`src/rtl/icap_reg_reader_if.sv`:
```
// Fabric-side request/response bundle for the ICAP register reader.
interface icap_rd_if;
  logic        start;
  logic [5:0]  reg_addr;
  logic        busy;
  logic        done;
  logic [15:0] rd_data;
  logic        err;

  modport master (output start, output reg_addr,
                  input  busy, input done, input rd_data, input err);
  modport slave  (input  start, input reg_addr,
                  output busy, output done, output rd_data, output err);
endinterface

```
`src/rtl/icap_reg_reader.sv`:
```
// Reads one Spartan-6 configuration register through ICAP: sync, read header,
// read window with busy/timeout handling, then desync.
module icap_reg_reader #(
  parameter int unsigned TIMEOUT = 255
) (
  input  logic        clk_icap,
  input  logic        rst_n,
  icap_rd_if.slave    bus,
  output logic        icap_ce,
  output logic        icap_wr,
  output logic [15:0] icap_din,
  input  logic [15:0] icap_dout,
  input  logic        icap_busy
);

  localparam int unsigned CNT_W = (TIMEOUT < 4) ? 2 : $clog2(TIMEOUT + 1);
  localparam int unsigned WORD_W = 16;

  typedef enum logic [4:0] {
    S_IDLE, S_START, S_SYNC1, S_SYNC2, S_NOP_A, S_RDHDR, S_NOP_B, S_NOP_C,
    S_TURN1, S_TURN2, S_RDWAIT, S_TURN3, S_TURN4, S_CMD, S_DESYNC,
    S_NOP_D, S_NOP_E, S_FIN
  } state_e;

  state_e              state_q, state_d;
  logic [5:0]          addr_q, addr_d;
  logic [CNT_W-1:0]    cnt_q, cnt_d;
  logic [WORD_W-1:0]   cap_q, cap_d;
  logic                tmo_q, tmo_d;
  logic                busy_q, busy_d;
  logic                done_q, done_d;
  logic [WORD_W-1:0]   rd_data_q, rd_data_d;
  logic                err_q, err_d;
  logic                ce_q, ce_d;
  logic                wr_q, wr_d;
  logic [WORD_W-1:0]   din_q, din_d;
  logic [WORD_W-1:0]   word;

  // ICAP expects each byte bit-reversed on both the I and O buses.
  function automatic logic [WORD_W-1:0] byte_rev(input logic [WORD_W-1:0] w);
    logic [WORD_W-1:0] r;
    for (int i = 0; i < 8; i++) begin
      r[i]     = w[7-i];
      r[8+i]   = w[15-i];
    end
    return r;
  endfunction

  always_comb begin
    state_d   = state_q;
    addr_d    = addr_q;
    cnt_d     = '0;
    cap_d     = cap_q;
    tmo_d     = tmo_q;
    rd_data_d = rd_data_q;
    err_d     = err_q;
    ce_d      = 1'b0;
    wr_d      = 1'b0;
    word      = 16'hFFFF;

    unique case (state_q)
      S_IDLE: begin
        ce_d = 1'b1;
        wr_d = 1'b1;
        if (bus.start) begin
          state_d = S_START;
          addr_d  = bus.reg_addr;
          tmo_d   = 1'b0;
        end
      end
      S_START:  state_d = S_SYNC1;
      S_SYNC1:  begin word = 16'hAA99; state_d = S_SYNC2; end
      S_SYNC2:  begin word = 16'h5566; state_d = S_NOP_A; end
      S_NOP_A:  begin word = 16'h2000; state_d = S_RDHDR; end
      S_RDHDR:  begin word = 16'h2801 | {5'b0, addr_q, 5'b0}; state_d = S_NOP_B; end
      S_NOP_B:  begin word = 16'h2000; state_d = S_NOP_C; end
      S_NOP_C:  begin word = 16'h2000; state_d = S_TURN1; end
      S_TURN1:  begin ce_d = 1'b1; wr_d = 1'b0; state_d = S_TURN2; end
      S_TURN2:  begin ce_d = 1'b1; wr_d = 1'b1; state_d = S_RDWAIT; end
      S_RDWAIT: begin
        wr_d  = 1'b1;
        cnt_d = cnt_q + CNT_W'(1);
        // Data capture takes priority over timeout on the final cycle.
        if (cnt_q >= CNT_W'(2) && !icap_busy) begin
          cap_d   = byte_rev(icap_dout);
          state_d = S_TURN3;
        end else if (cnt_q == CNT_W'(TIMEOUT)) begin
          tmo_d   = 1'b1;
          cap_d   = 16'hFFFF;
          state_d = S_TURN3;
        end
      end
      S_TURN3:  begin ce_d = 1'b1; wr_d = 1'b1; state_d = S_TURN4; end
      S_TURN4:  begin ce_d = 1'b1; wr_d = 1'b0; state_d = S_CMD; end
      S_CMD:    begin word = 16'h30A1; state_d = S_DESYNC; end
      S_DESYNC: begin word = 16'h000D; state_d = S_NOP_D; end
      S_NOP_D:  begin word = 16'h2000; state_d = S_NOP_E; end
      S_NOP_E:  begin word = 16'h2000; state_d = S_FIN; end
      S_FIN:    begin ce_d = 1'b1; wr_d = 1'b1; state_d = S_IDLE; end
      default:  begin ce_d = 1'b1; wr_d = 1'b1; state_d = S_IDLE; end
    endcase

    din_d  = byte_rev(word);
    busy_d = (state_d != S_IDLE);
    done_d = (state_d == S_FIN);
    if (state_d == S_FIN) begin
      rd_data_d = cap_q;
      err_d     = tmo_q;
    end
  end

  always_ff @(posedge clk_icap or negedge rst_n) begin
    if (!rst_n) begin
      state_q   <= S_IDLE;
      addr_q    <= '0;
      cnt_q     <= '0;
      cap_q     <= '0;
      tmo_q     <= 1'b0;
      busy_q    <= 1'b0;
      done_q    <= 1'b0;
      rd_data_q <= '0;
      err_q     <= 1'b0;
      ce_q      <= 1'b1;
      wr_q      <= 1'b1;
      din_q     <= 16'hFFFF;
    end else begin
      state_q   <= state_d;
      addr_q    <= addr_d;
      cnt_q     <= cnt_d;
      cap_q     <= cap_d;
      tmo_q     <= tmo_d;
      busy_q    <= busy_d;
      done_q    <= done_d;
      rd_data_q <= rd_data_d;
      err_q     <= err_d;
      ce_q      <= ce_d;
      wr_q      <= wr_d;
      din_q     <= din_d;
    end
  end

  assign bus.busy    = busy_q;
  assign bus.done    = done_q;
  assign bus.rd_data = rd_data_q;
  assign bus.err     = err_q;
  assign icap_ce     = ce_q;
  assign icap_wr     = wr_q;
  assign icap_din    = din_q;

endmodule
```
`src/flat_wrapper.sv`:
```
// flat-port wrapper written by rule: the top's interface ports become plain ports
module icap_reg_reader_flat 
#(
  parameter int unsigned TIMEOUT = 255
)
  (clk_icap, rst_n, icap_ce, icap_wr, icap_din, icap_dout, icap_busy, bus_start, bus_reg_addr, bus_busy, bus_done, bus_rd_data, bus_err);
  icap_rd_if bus_i ();
  input  logic clk_icap;
  input  logic rst_n;
  output logic icap_ce;
  output logic icap_wr;
  output logic [15:0] icap_din;
  input  logic [15:0] icap_dout;
  input  logic icap_busy;
  input wire logic [$bits(bus_i.start)-1:0] bus_start;
  input wire logic [$bits(bus_i.reg_addr)-1:0] bus_reg_addr;
  output wire logic [$bits(bus_i.busy)-1:0] bus_busy;
  output wire logic [$bits(bus_i.done)-1:0] bus_done;
  output wire logic [$bits(bus_i.rd_data)-1:0] bus_rd_data;
  output wire logic [$bits(bus_i.err)-1:0] bus_err;
  assign bus_i.start = bus_start;
  assign bus_i.reg_addr = bus_reg_addr;
  assign bus_busy = bus_i.busy;
  assign bus_done = bus_i.done;
  assign bus_rd_data = bus_i.rd_data;
  assign bus_err = bus_i.err;
  icap_reg_reader #(.TIMEOUT(TIMEOUT)) u_core (.clk_icap(clk_icap), .rst_n(rst_n), .bus(bus_i), .icap_ce(icap_ce), .icap_wr(icap_wr), .icap_din(icap_din), .icap_dout(icap_dout), .icap_busy(icap_busy));
endmodule
```
`config.mk`:
```
export PLATFORM = sky130hd
export DESIGN_NAME = icap_reg_reader_flat
export DESIGN_NICKNAME = d
export VERILOG_FILES = /design/src/rtl/icap_reg_reader_if.sv /design/src/rtl/icap_reg_reader.sv /design/src/flat_wrapper.sv
export SDC_FILE = /design/constraint.sdc
export NUM_CORES = 1
export LEC_CHECK = 0
export CORE_ASPECT_RATIO = 0.9
export CORE_UTILIZATION = 45
export DETAILED_ROUTE_END_ITERATION = 7
export MAX_ROUTING_LAYER = met4
export PLACE_DENSITY = 0.84
export SYNTH_ARGS = -nofsm -noshare
export SYNTH_HDL_FRONTEND = slang
export SYNTH_SLANG_ARGS = --single-unit
```
`constraint.sdc`:
```
create_clock -name clk_icap -period 1.8 [get_ports clk_icap]
set_clock_uncertainty 0.1 [all_clocks]
set_input_delay 0.18 -clock clk_icap [delete_from_list [all_inputs] [get_ports clk_icap]]
set_output_delay 0.18 -clock clk_icap [all_outputs]
set_load 0.02 [all_outputs]
```
Word level (Yosys, flattened, before mapping)
Cells that the tools add are included.
{ "totals": {"inputBits": 26, "register_bits": 73, "elab_cells": 61, "output_inout_bits": 37} }
{ "classes": {"addsub": 1, "n_reduce_logical": 12, "n_mux": 14, "order_cmp": 1, "n_eq_ne": 21} }
{ "op_table": {"columns": ["op", "n"], "rows": [
  ["one-hot mux 16 bit (6 select lines)", 1],
  ["one-hot mux 5 bit (17 select lines)", 1],
  ["equality test 5 x 4 -> 1 bit, second input constant", 8],
  ["two-way mux 16 bit", 2],
  ["equality test 5 x 3 -> 1 bit, second input constant", 4],
  ["two-way mux 5 bit", 3],
  ["OR reduction 13 bit", 1],
  ["OR reduction 12 bit", 1],
  ["equality test 5 x 2 -> 1 bit, second input constant", 2],
  ["equality test 5 bit, second input constant", 2],
  ["adder 8 x 1 -> 8 bit, second input constant", 1],
  ["equality test 8 bit, second input constant", 1],
  [">= comparator 8 x 2 -> 1 bit, second input constant", 1],
  ["two-way mux 8 bit", 1],
  ["equality test 5 x 1 -> 1 bit, second input constant", 1],
  ["logical NOT 5 bit", 1],
  ["two-way mux 1 bit", 5],
  ["nonzero test 5 bit", 1],
  ["OR reduction 5 bit", 1],
  ["inequality test 2 bit, second input constant", 2],
  ["AND reduction 2 bit", 2],
  ["AND reduction 4 bit", 1],
  ["nonzero test 2 bit", 2],
  ["inequality test 2 x 1 -> 1 bit, second input constant", 1],
  ["3 further kinds", 3]
]} }

Logic depth before layout (Yosys ltp)
Gate-level depths: netlist (run 1).
{ "depth": {"depth_word": 5, "depth_mapped": 8, "depth_no_buf": 6} }

Worst setup path after synthesis (run 1)
OpenSTA, ideal clock, no wires.
{ "synth_timing": {"kind": "register to register", "start": "reg u_core.cnt_q[1]", "end": "reg u_core.cap_q[10]", "path_stages_with_launch": 7, "n_path_buf": 1, "setup_time_ps": 63, "t_required_ps": 1637, "slack_ps": 143, "t_arrival_ps": 1494, "synth_period_minus_slack_ps": 1657, "path_cell_list": "dfrtp_1 > ha_1 > nand2_1 > or3_4 > a21oi_4 > buf_6 > o22a_2"} }
{ "synth_via": {"elab_chain_cells": 4, "word_cells_on_any_way": 6, "classes_between": "order compare (1); eq/ne (1); mux (1); reduce/logical (3)"} }
{ "synth_rtl": {"columns": ["element", "line_no", "rtl"], "rows": [
  ["start: declaration", "icap_reg_reader.sv:27", "logic [CNT_W-1:0] cnt_q, cnt_d;"],
  ["start signal: assignment", "icap_reg_reader.sv:129", "cnt_q <= cnt_d;"],
  [">= comparator 8 x 2 -> 1 bit", "icap_reg_reader.sv:84", "if (cnt_q >= CNT_W'(2) && !icap_busy) begin"],
  ["logical AND 1 bit", "icap_reg_reader.sv:84", null],
  ["nonzero test 2 bit (no source line)", null, null],
  ["AND reduction 2 bit (no source line)", null, null],
  ["end signal: assignment", "icap_reg_reader.sv:130", "cap_q <= cap_d;"],
  ["end: declaration", "icap_reg_reader.sv:28", "logic [WORD_W-1:0] cap_q, cap_d;"]
]} }
Several ways; a longest one is shown, not always the timed one.
A chain may end at the register's enable or synchronous reset.

==> impl_metrics.csv, run 1 <==
group,metric,value,unit
cells_and_area,design_area,0.00407,mm^2
die,start_util,47.9,%
logic_synthesis,synthFlopType,"dfrtp_1",
drt,drc,0,
flow_run,drv_cap,0,
sta,fmax,575,MHz
drt,num_vias,2338,
cells_and_area,area_growth_syn_to_layout,34.4,%
logic_synthesis,synth_area,0.00303,mm^2
setup_path,worstPathMaxFanout,2,
setup_path,critical_path_class,"reg -> out",
run_status,outcome,"completed",
cells_and_area,layout_commonest_cell,"nand2_1",
die,fp.dieW,88.4,um
logic_synthesis,synthCells,294,
worst_hold_path,hp-class,"in -> async",
setup_path,worstPathArrival,1.46,ns
logic_synthesis,ys_async_sr_fraction,100,%
sta,fin_ws,0.0602,ns
logic_synthesis,ys_seq_elements,71,
sta,setup_viol,0,
setup_path,path_buf_inv,1,
place,dp_cells,438,
sta,relSlewSlack,73.8,%
logic_synthesis,netlist_top_cells_area,"dfrtp_1, dfstp_2, nand2_1",
logic_synthesis,ys_seq_area_share,59.4,%
setup_path,setup.worst_path.start_class,"register",
setup_path,crit_slowest_cell,"clkdlybuf4s50_1",
sta,slew_violations,0,
logic_synthesis,yosys_warnings,0,
grt,grt_pass1_vias,2275,
clocking,insertion_delay,0.34,ns
grt,gr-total-overflow,0,
power_and_ir_drop,power_leakage,0.00175,uW
die,placementRows,27,
setup_path,crit_chain,"clkdlybuf4s50_1",
place,io_buffers,62,
die,fp.dieH,79.8,um
die,die_area,0.00706,mm^2
place,place_hpwl,4260,um
grt,track_usage,20.4,%
logic_synthesis,syn_avg_cell_area,10.3,um^2
cells_and_area,final_cell_mix,"nand2_1, clkdlybuf4s50_1, dfrtp_1, nor2_1, a21oi_1",
clocking,tritoncts,"built",
sta,period_needed,1.74,ns
clocking,cts_max_path_buffers,2,
setup_path,max_stage_delay,0.60,ns
power_and_ir_drop,power_density,1630,mW/mm^2
clocking,clk_pin_slew,0.07,ns
sta,worst-slew-pin-transition,0.389,ns
grt,antenna_found_initial,0,
clocking,htree_levels,3,
grt,grt_first_pass_wirelength,10400,um
die,coreArea,0.00632,mm^2
drt,wl,6350,um
place,routabilityCongestion,0.865,
die,io_pins,63,
sta,hold_slack,0.275,ns
setup_path,cp_top_family,"buffers and inverters",
clocking,cts_inserted_buffers,9,
setup_path,required,1.52,ns
cells_and_area,finalNonFillerCells,459,
sta,finalCritPeriodShare,96.7,%
place,place_area,0.00378,mm^2
power_and_ir_drop,worst_ir_drop_vdd,0.630,mV
logic_synthesis,yosys.cell_types.count,38,
logic_synthesis,syn_nets,322,
cells_and_area,fillers,506,
drt,ant_nets,0,
clocking,numClockSinks,71,
logic_synthesis,post-synth-top-area-fraction,45.5,%
cells_and_area,antenna_cells,0,
logic_synthesis,synth_area_leader_cell,"dfrtp_1",
drt,detail_route.iter0.violations,109,
drt,dr.pass1.iters,5,
grt,grt_max_degree,72,
cells_and_area,layout.nets,395,
drt,vias_per_cell,5.09,
place,place_ws,-0.0344,ns
logic_synthesis,synth-edff-count,0,
cells_and_area,drive_gt1_share,20.4,%
drt,wl_per_cell,13.8,um
power_and_ir_drop,finalPower,6620,uW
setup_path,crit_path_end_kind,"primary output",
clocking,clockRootBuffer,"clkbuf_8",
sta,hold_viol,0,
[metal layers]
metal  track usage [%]  up-vias  routed length [um]
met4              11.0        0                 126
li1                  -     1130                   -
met2              31.5       64                3120
met3              3.93       15                 236
met1              25.3     1129                2860
met5                 -        -                   0
[final timing paths]
check	startpoint	end	slack [ns]	depth (start not counted)
max	u_core.icap_din[9]	icap_din[6]	0.06	1
min reg2reg	u_core.bus.rd_data[14]	u_core.bus.rd_data[14]	0.38	2
min	rst_n	u_core.addr_q[5]	0.27	3
max in group asynchronous	rst_n	u_core.icap_din[0]	0.99	3
min in group clk_icap	bus_reg_addr[5]	u_core.addr_q[5]	0.35	2
max reg2reg	u_core.cnt_q[1]	u_core.cap_q[2]	0.07	6
[stage by stage]
| step | utilization, % | setup TNS [ns] |
|---|---|---|
| after floorplan | - | 0 |
| after global placement | 59.9 | 0 |
| after detailed placement | 59.9 | -0.342 |
| after CTS | 63.8 | 0 |
| after global routing | 64.4 | -0.0868 |
| final | 64.4 | 0 |
[worst register-to-register path: stages, from the launching register on]
cell     delay (ns)
dfrtp_2        0.43
ha_1           0.20
nand2_1        0.09
or3_4          0.36
a21oi_4        0.18
buf_4          0.16
o22a_1         0.14
[sequential cells by signal, summed over array words and instances (netlist names)]
signal              cells
u_core.icap_ce          1
u_core.cap_q           16
u_core.bus.rd_data     16
u_core.bus.done         1
u_core.bus.busy         1
u_core.icap_din        14
u_core.addr_q           6
u_core.bus.err          1
u_core.cnt_q            8
u_core.tmo_q            1
u_core.state_q          5
u_core.icap_wr          1
[cells in the mapped netlist, types with 2 or more instances]
master and count:
a21o_1 2, a21oi_1 24, buf_2 7, buf_4 3, clkbuf_1 8, dfrtp_1 55
dfstp_2 16, ha_1 2, inv_1 3, mux2_2 6, nand2_1 68, nand2b_1 3
nand3_1 5, nor2_1 27, nor2b_1 4, nor3_1 3, nor4_1 2, o21ai_0 14
o22a_1 8, o22a_2 9, or3_1 2, xnor2_1 4, xor2_1 4
[cells by family after synthesis]
kind of cell	Yosys count	synth area share, %
compound gates	61	13.4
xor+xnor	8	2.31
fa+ha+maj	2	0.827
buf+inv	24	3.93
flops	71	59.4
mux	6	2.23
simple gates	122	17.9
[power by group]
| part | switching (uW) | internal (uW) | total (uW) | leakage [uW] |
|---|---|---|---|---|
| clock | 575 | 776 | 1350 | 0.000104 |
| sequential | 290 | 2240 | 2530 | 0.000855 |
| combinational | 1460 | 1280 | 2740 | 0.000789 |
| total | 2320 | 4300 | 6620 | 0.00175 |
[area by class of cell]
class                           count  area [um^2]  share of cell area, %
Clock inverter                      6         85.1                   2.09
Sequential cell                    71         1800                   44.2
Tap cell                           87          109                   2.68
Multi-Input combinational cell    199         1140                   28.0
Inverter                            4         15.0                  0.369
Timing Repair Buffer               82          793                   19.5
Clock buffer                       10          128                   3.14
[repair_timing]
| action | CTS | global route |
|---|---|---|
| setup endpoints to repair | 18 | 24 |
| endpoints found under the hold margin | 55 | 0 |
| pin swaps | 1 | 1 |
| resized for setup | 0 | 6 |
| hold buffers | 1 | 0 |
| cloned | 0 | 0 |
| setup buffers | 3 | 1 |
Power figures use the tool's default switching activity.
==> run 2: changes to the inputs <==
CELL_PAD_IN_SITES_DETAIL_PLACEMENT = 1   (was default)
CELL_PAD_IN_SITES_GLOBAL_PLACEMENT = 1   (was default)
CORE_UTILIZATION = 39   (was 45)
GPL_ROUTABILITY_DRIVEN = 1   (was default)
PLACE_DENSITY = 0.91   (was 0.84)
==> run 2 against run 1 <==
Power up 1.2%. Sequential power up 2%. Routed wire length is 30% higher. Worst setup slack worse by 0.031 ns. Register-to-register slack got worse by 0.04 ns. Final area rose by 1.8%. Final cell count is 1.7% higher. Worst hold slack got worse by 0.015 ns. Critical path type is now reg -> reg.
==> impl_metrics.csv, run 2 (synthesis results as in run 1) <==
group,metric,value,unit
run_status,outcome,"completed",
sta,setup_viol,0,
sta,fin_setup_tns,0,ns
place,routabilityCongestion,0.846,
die,fp.dieH,85.6,um
setup_path,path_buf_inv,1,
sta,slew_violations,0,
setup_path,reg2reg_depth,5,
worst_hold_path,hp-class,"in -> async",
grt,grt_max_degree,72,
cells_and_area,utilization,54.9,%
sta,worst-slew-pin-transition,0.452,ns
die,start_util,40.1,%
power_and_ir_drop,power_leakage,0.00178,uW
clocking,clk_pin_slew,0.08,ns
sta,finalCritPeriodShare,98.4,%
clocking,cts_max_path_buffers,2,
setup_path,max_stage_delay,0.48,ns
drt,drc,0,
flow_run,drv_cap,0,
sta,relSlewSlack,69.6,%
die,placementRows,30,
setup_path,setup.worst_path.start_class,"register",
clocking,clockRootBuffer,"clkbuf_8",
setup_path,cp_top_family,"compound AO/OA/AOI/OAI gates",
clocking,htree_levels,3,
grt,gr-total-overflow,0,
cells_and_area,area_growth_syn_to_layout,36.9,%
clocking,numClockSinks,71,
setup_path,crit_path_end_kind,"register",
cells_and_area,layout.nets,394,
place,io_buffers,62,
drt,dr.pass1.iters,4,
cells_and_area,layout_commonest_cell,"nand2_1",
drt,vias_per_cell,5.22,
setup_path,worstPathMaxFanout,18,
drt,detail_route.iter0.violations,102,
setup_path,critical_path_class,"reg -> reg",
sta,period_needed,1.77,ns
place,place_hpwl,5140,um
die,io_pins,63,
grt,antenna_found_initial,0,
drt,wl_per_cell,17.7,um
clocking,cts_inserted_buffers,9,
grt,grt_first_pass_wirelength,13000,um
drt,ant_nets,0,
cells_and_area,antenna_cells,0,
cells_and_area,final_cell_mix,"nand2_1, clkdlybuf4s50_1, dfrtp_1, nor2_1, a21oi_1",
sta,fmax,565,MHz
clocking,tritoncts,"built",
clocking,insertion_delay,0.37,ns
cells_and_area,drive_gt1_share,22.9,%
cells_and_area,fillers,844,
grt,track_usage,21.9,%
drt,num_vias,2438,
power_and_ir_drop,worst_ir_drop_vdd,0.631,mV
setup_path,crit_chain,"nor4_4 > a21o_1 > a21oi_4 > buf_12 > o22a_2",
grt,grt_pass1_vias,2577,
setup_path,crit_slowest_cell,"dfrtp_2",
die,coreArea,0.00754,mm^2
die,fp.dieW,94.9,um
drt,wl,8250,um
power_and_ir_drop,power_density,1620,mW/mm^2
die,die_area,0.00812,mm^2
setup_path,required,1.95,ns
setup_path,cp.depth,5,
setup_path,worstPathArrival,1.92,ns
sta,hold_viol,0,
==> run 2: cell count changes in the layout (fill, tap and decap cells not counted), moves of 2 or more <==
cell,before,now
clkdlybuf4s50_1,61,58
clkinvlp_4,1,3
dlymetal6s2s_1,0,3
buf_4,17,14
dfrtp_2,1,5
dfrtp_1,54,50
==> run 2: metrics by stage <==
| stage | hold WS [ns] | setup slack, ns | area [um^2] | instances | total power [uW] |
|---|---|---|---|---|---|
| floorplan | -0.216 | 0.143 | 3030 | 294 | 4200 |
| global placement | 0.120 | -0.0210 | 3790 | 446 | 5170 |
| detailed placement | 0.135 | -0.185 | 3790 | 446 | 5340 |
| CTS | 0.281 | 0.0213 | 4030 | 464 | 6700 |
| global route | 0.309 | -0.0189 | 4140 | 467 | 7090 |
| finish | 0.260 | 0.0293 | 4140 | 467 | 6700 |
==> run 2: area by class of cell <==
class                      count  area [um^2]  share of cell area [%]
timing repair buffer          81          823                    19.9
sequential                    71         1800                    43.5
inverter                       4         15.0                   0.362
tap                           96          120                    2.90
clock buffer                  11          141                    3.41
multi-input combinational    199         1180                    28.5
clock inverter                 5         57.6                    1.39
==> run 2: repair_timing <==
| action | 4_1_cts | 5_1_grt |
|---|---|---|
| cloned | 0 | 1 |
| hold buffers | 1 | 0 |
| setup endpoints to repair | 20 | 22 |
| buffers inserted | 1 | 2 |
| gates resized for setup | 2 | 19 |
| pin swaps | 0 | 4 |
| endpoints found under the hold margin | 55 | 0 |
==> run 2: worst paths after layout <==
check | from | endpoint | slack, ns
setup reg to reg | u_core.cnt_q[2] | u_core.cap_q[15] | 0.03
hold reg to reg | u_core.bus.rd_data[1] | u_core.bus.rd_data[1] | 0.37
min in group clk_icap | icap_dout[2] | u_core.cap_q[5] | 0.33
hold / removal | rst_n | u_core.cap_q[5] | 0.26
max in group asynchronous | rst_n | u_core.icap_din[5] | 0.98
setup / recovery | u_core.cnt_q[2] | u_core.cap_q[15] | 0.03
==> run 2: worst min-delay path: cells and delay by family <==
| family | cells | cell delay, ns |
|---|---|---|
| buf+inv | 3 | 0.94 |
==> run 2: routing by layer <==
layer / track usage [%] / up-vias / part of all wire [%]
met5: - / - / 0
met4: 10.2 / 0 / 2.4
met3: 4.88 / 23 / 4.0
met2: 35.8 / 75 / 53
met1: 25.6 / 1215 / 40
li1: - / 1125 / -
==> run 2: report_power, final <==
part	total (uW)	leakage (uW)	switching (uW)	internal [uW]
combinational	2830	0.000837	1560	1270
clock	1300	0.0000916	627	675
sequential	2570	0.000849	322	2240
==> run 3: changes to the inputs <==
CAP_MARGIN = 20   (was default)
CORE_MARGIN = 3   (was default)
==> run 3 against run 2 <==
Critical path depth shrank 4. Worst setup slack gained 0.0095 ns. Sequential power is essentially flat. Maximum frequency grew 0.54%. Clock power shrank 12%. Sequential share of layout area grew 0.63 points. Combinational power is essentially flat. Routed wire length shrank 0.25%. Final cell count shrank 0.43%.
==> impl_metrics.csv, run 3 (synthesis results as in run 1) <==
group,metric,value,unit
sta,hold_viol,0,
die,io_pins,63,
cells_and_area,drive_gt1_share,21.2,%
drt,detail_route.iter0.violations,161,
place,io_buffers,62,
clocking,htree_levels,3,
sta,fin_ws,0.0389,ns
power_and_ir_drop,switching_power,2470,uW
sta,finalCritPeriodShare,97.8,%
die,coreArea,0.00729,mm^2
sta,period_needed,1.76,ns
cells_and_area,area_growth_syn_to_layout,34.6,%
drt,wl_met2,4250,um
drt,vias_per_cell,5.14,
setup_path,critical_path_class,"reg -> out",
drt,wl,8230,um
cells_and_area,layout_commonest_cell,"nand2_1",
setup_path,crit_path_end_kind,"primary output",
setup_path,max_stage_delay,0.61,ns
setup_path,setup.worst_path.start_class,"register",
clocking,insertion_delay,0.35,ns
power_and_ir_drop,seqPwrFrac,39.0,%
drt,wl_met1,3360,um
clocking,clockRootBuffer,"clkbuf_8",
clocking,numClockSinks,71,
cells_and_area,utilization,55.9,%
power_and_ir_drop,power_density,1610,mW/mm^2
power_and_ir_drop,switching_share,37.7,%
sta,worst-slew-pin-transition,0.419,ns
sta,relSlewSlack,72.1,%
grt,grt_pass1_vias,2617,
clocking,clk_pin_slew,0.07,ns
power_and_ir_drop,worst_ir_drop_vdd,0.527,mV
cells_and_area,layout.nets,395,
drt,wl_per_cell,17.7,um
setup_path,path_buf_inv,1,
drt,dr.pass1.iters,4,
power_and_ir_drop,internal_power,4080,uW
setup_path,worstPathMaxFanout,1,
power_and_ir_drop,p_comb_share,43.4,%
sta,slew_violations,0,
power_and_ir_drop,power_leakage,0.00175,uW
cells_and_area,fillers,810,
setup_path,worstPathArrival,1.48,ns
die,fp.dieW,98.9,um
worst_hold_path,hp-class,"in -> async",
setup_path,required,1.52,ns
cells_and_area,final_cell_mix,"nand2_1, clkdlybuf4s50_1, dfrtp_1, nor2_1, a21oi_1",
grt,gr-total-overflow,0,
grt,track_usage,21.0,%
power_and_ir_drop,clockPowerShare,17.6,%
power_and_ir_drop,finalPower,6540,uW
clocking,cts_max_path_buffers,2,
drt,top_layer,"met4",
clocking,tritoncts,"built",
setup_path,crit_slowest_cell,"clkdlybuf4s50_1",
clocking,cts_inserted_buffers,9,
grt,grt_first_pass_wirelength,13800,um
sta,fmax,568,MHz
drt,met3_length,411,um
place,routabilityCongestion,0.788,
sta,rsz0062_at_grt,"true",
run_status,outcome,"completed",
place,place_ws,-0.0806,ns
sta,setup_viol,0,
grt,antenna_found_initial,0,
drt,drc,0,
drt,num_vias,2389,
die,fp.dieH,89.6,um
place,place_hpwl,5650,um
die,die_area,0.00886,mm^2
cells_and_area,antenna_cells,0,
setup_path,cp_top_family,"buffers and inverters",
flow_run,drv_cap,0,
die,placementRows,29,
setup_path,crit_chain,"clkdlybuf4s50_1",
die,start_util,41.5,%
grt,grt_max_degree,32,
drt,ant_nets,0,
run 3: per-stage QoR:
stage,hold WS [ns],area [um^2],instances,setup TNS (ns)
after global placement,0.0279,3830,447,0
after global routing,0.245,4080,465,-0.0700
after CTS,0.197,4040,465,0
after detailed placement,0.0483,3830,447,-1.02
after floorplan,-0.216,3030,294,0
final,0.191,4080,465,0
run 3: what timing repair did:
action / CTS / global route
endpoints found under the setup margin: 19 / 27
gates resized for setup: 2 / 10
setup buffers: 1 / 0
hold endpoints to repair: 28 / 0
pin swaps: 1 / 0
cloned: 0 / 0
hold buffers: 1 / 0
run 3: final cells by class:
cell class | count | area [um^2] | share of cell area, %
multi-input combinational | 199 | 1140 | 28.1
tap | 93 | 116 | 2.86
sequential | 71 | 1800 | 44.2
inverter | 4 | 15.0 | 0.368
clock inverter | 3 | 17.5 | 0.430
timing repair buffer | 82 | 825 | 20.2
clock buffer | 13 | 159 | 3.90
run 3: power by group through the flow:
| stage | sequential (uW) | clock (uW) | combinational [uW] |
|---|---|---|---|
| 2_1_floorplan | 2900 | 0 | 1290 |
| 6_report | 2550 | 1150 | 2840 |
| 3_5_place_dp | 2570 | 0 | 2790 |
| 3_3_place_gp | 2520 | 0 | 2680 |
| 4_1_cts | 2560 | 1190 | 2860 |
| 5_1_grt | 2620 | 1250 | 3120 |
run 3: final timing paths:
check,startpoint,cells after the start,endpoint,slack (ns)
worst max-delay path,u_core.icap_din[11],1,icap_din[11],0.04
worst min-delay path,rst_n,2,u_core.bus.rd_data[4],0.19
worst max register to register,u_core.cnt_q[2],5,u_core.cap_q[9],0.06
worst min register to register,u_core.cap_q[11],2,u_core.bus.rd_data[11],0.38
max in group asynchronous,rst_n,3,u_core.icap_wr,0.78
min in group clk_icap,bus_reg_addr[3],2,u_core.addr_q[3],0.34
run 3: metal layers:
metal  GRT usage, %  vias to the layer above
met5              -                        -
met2           35.6                       66
met3           5.25                       20
met4           8.06                        0
met1           24.5                     1176
li1               -                     1127
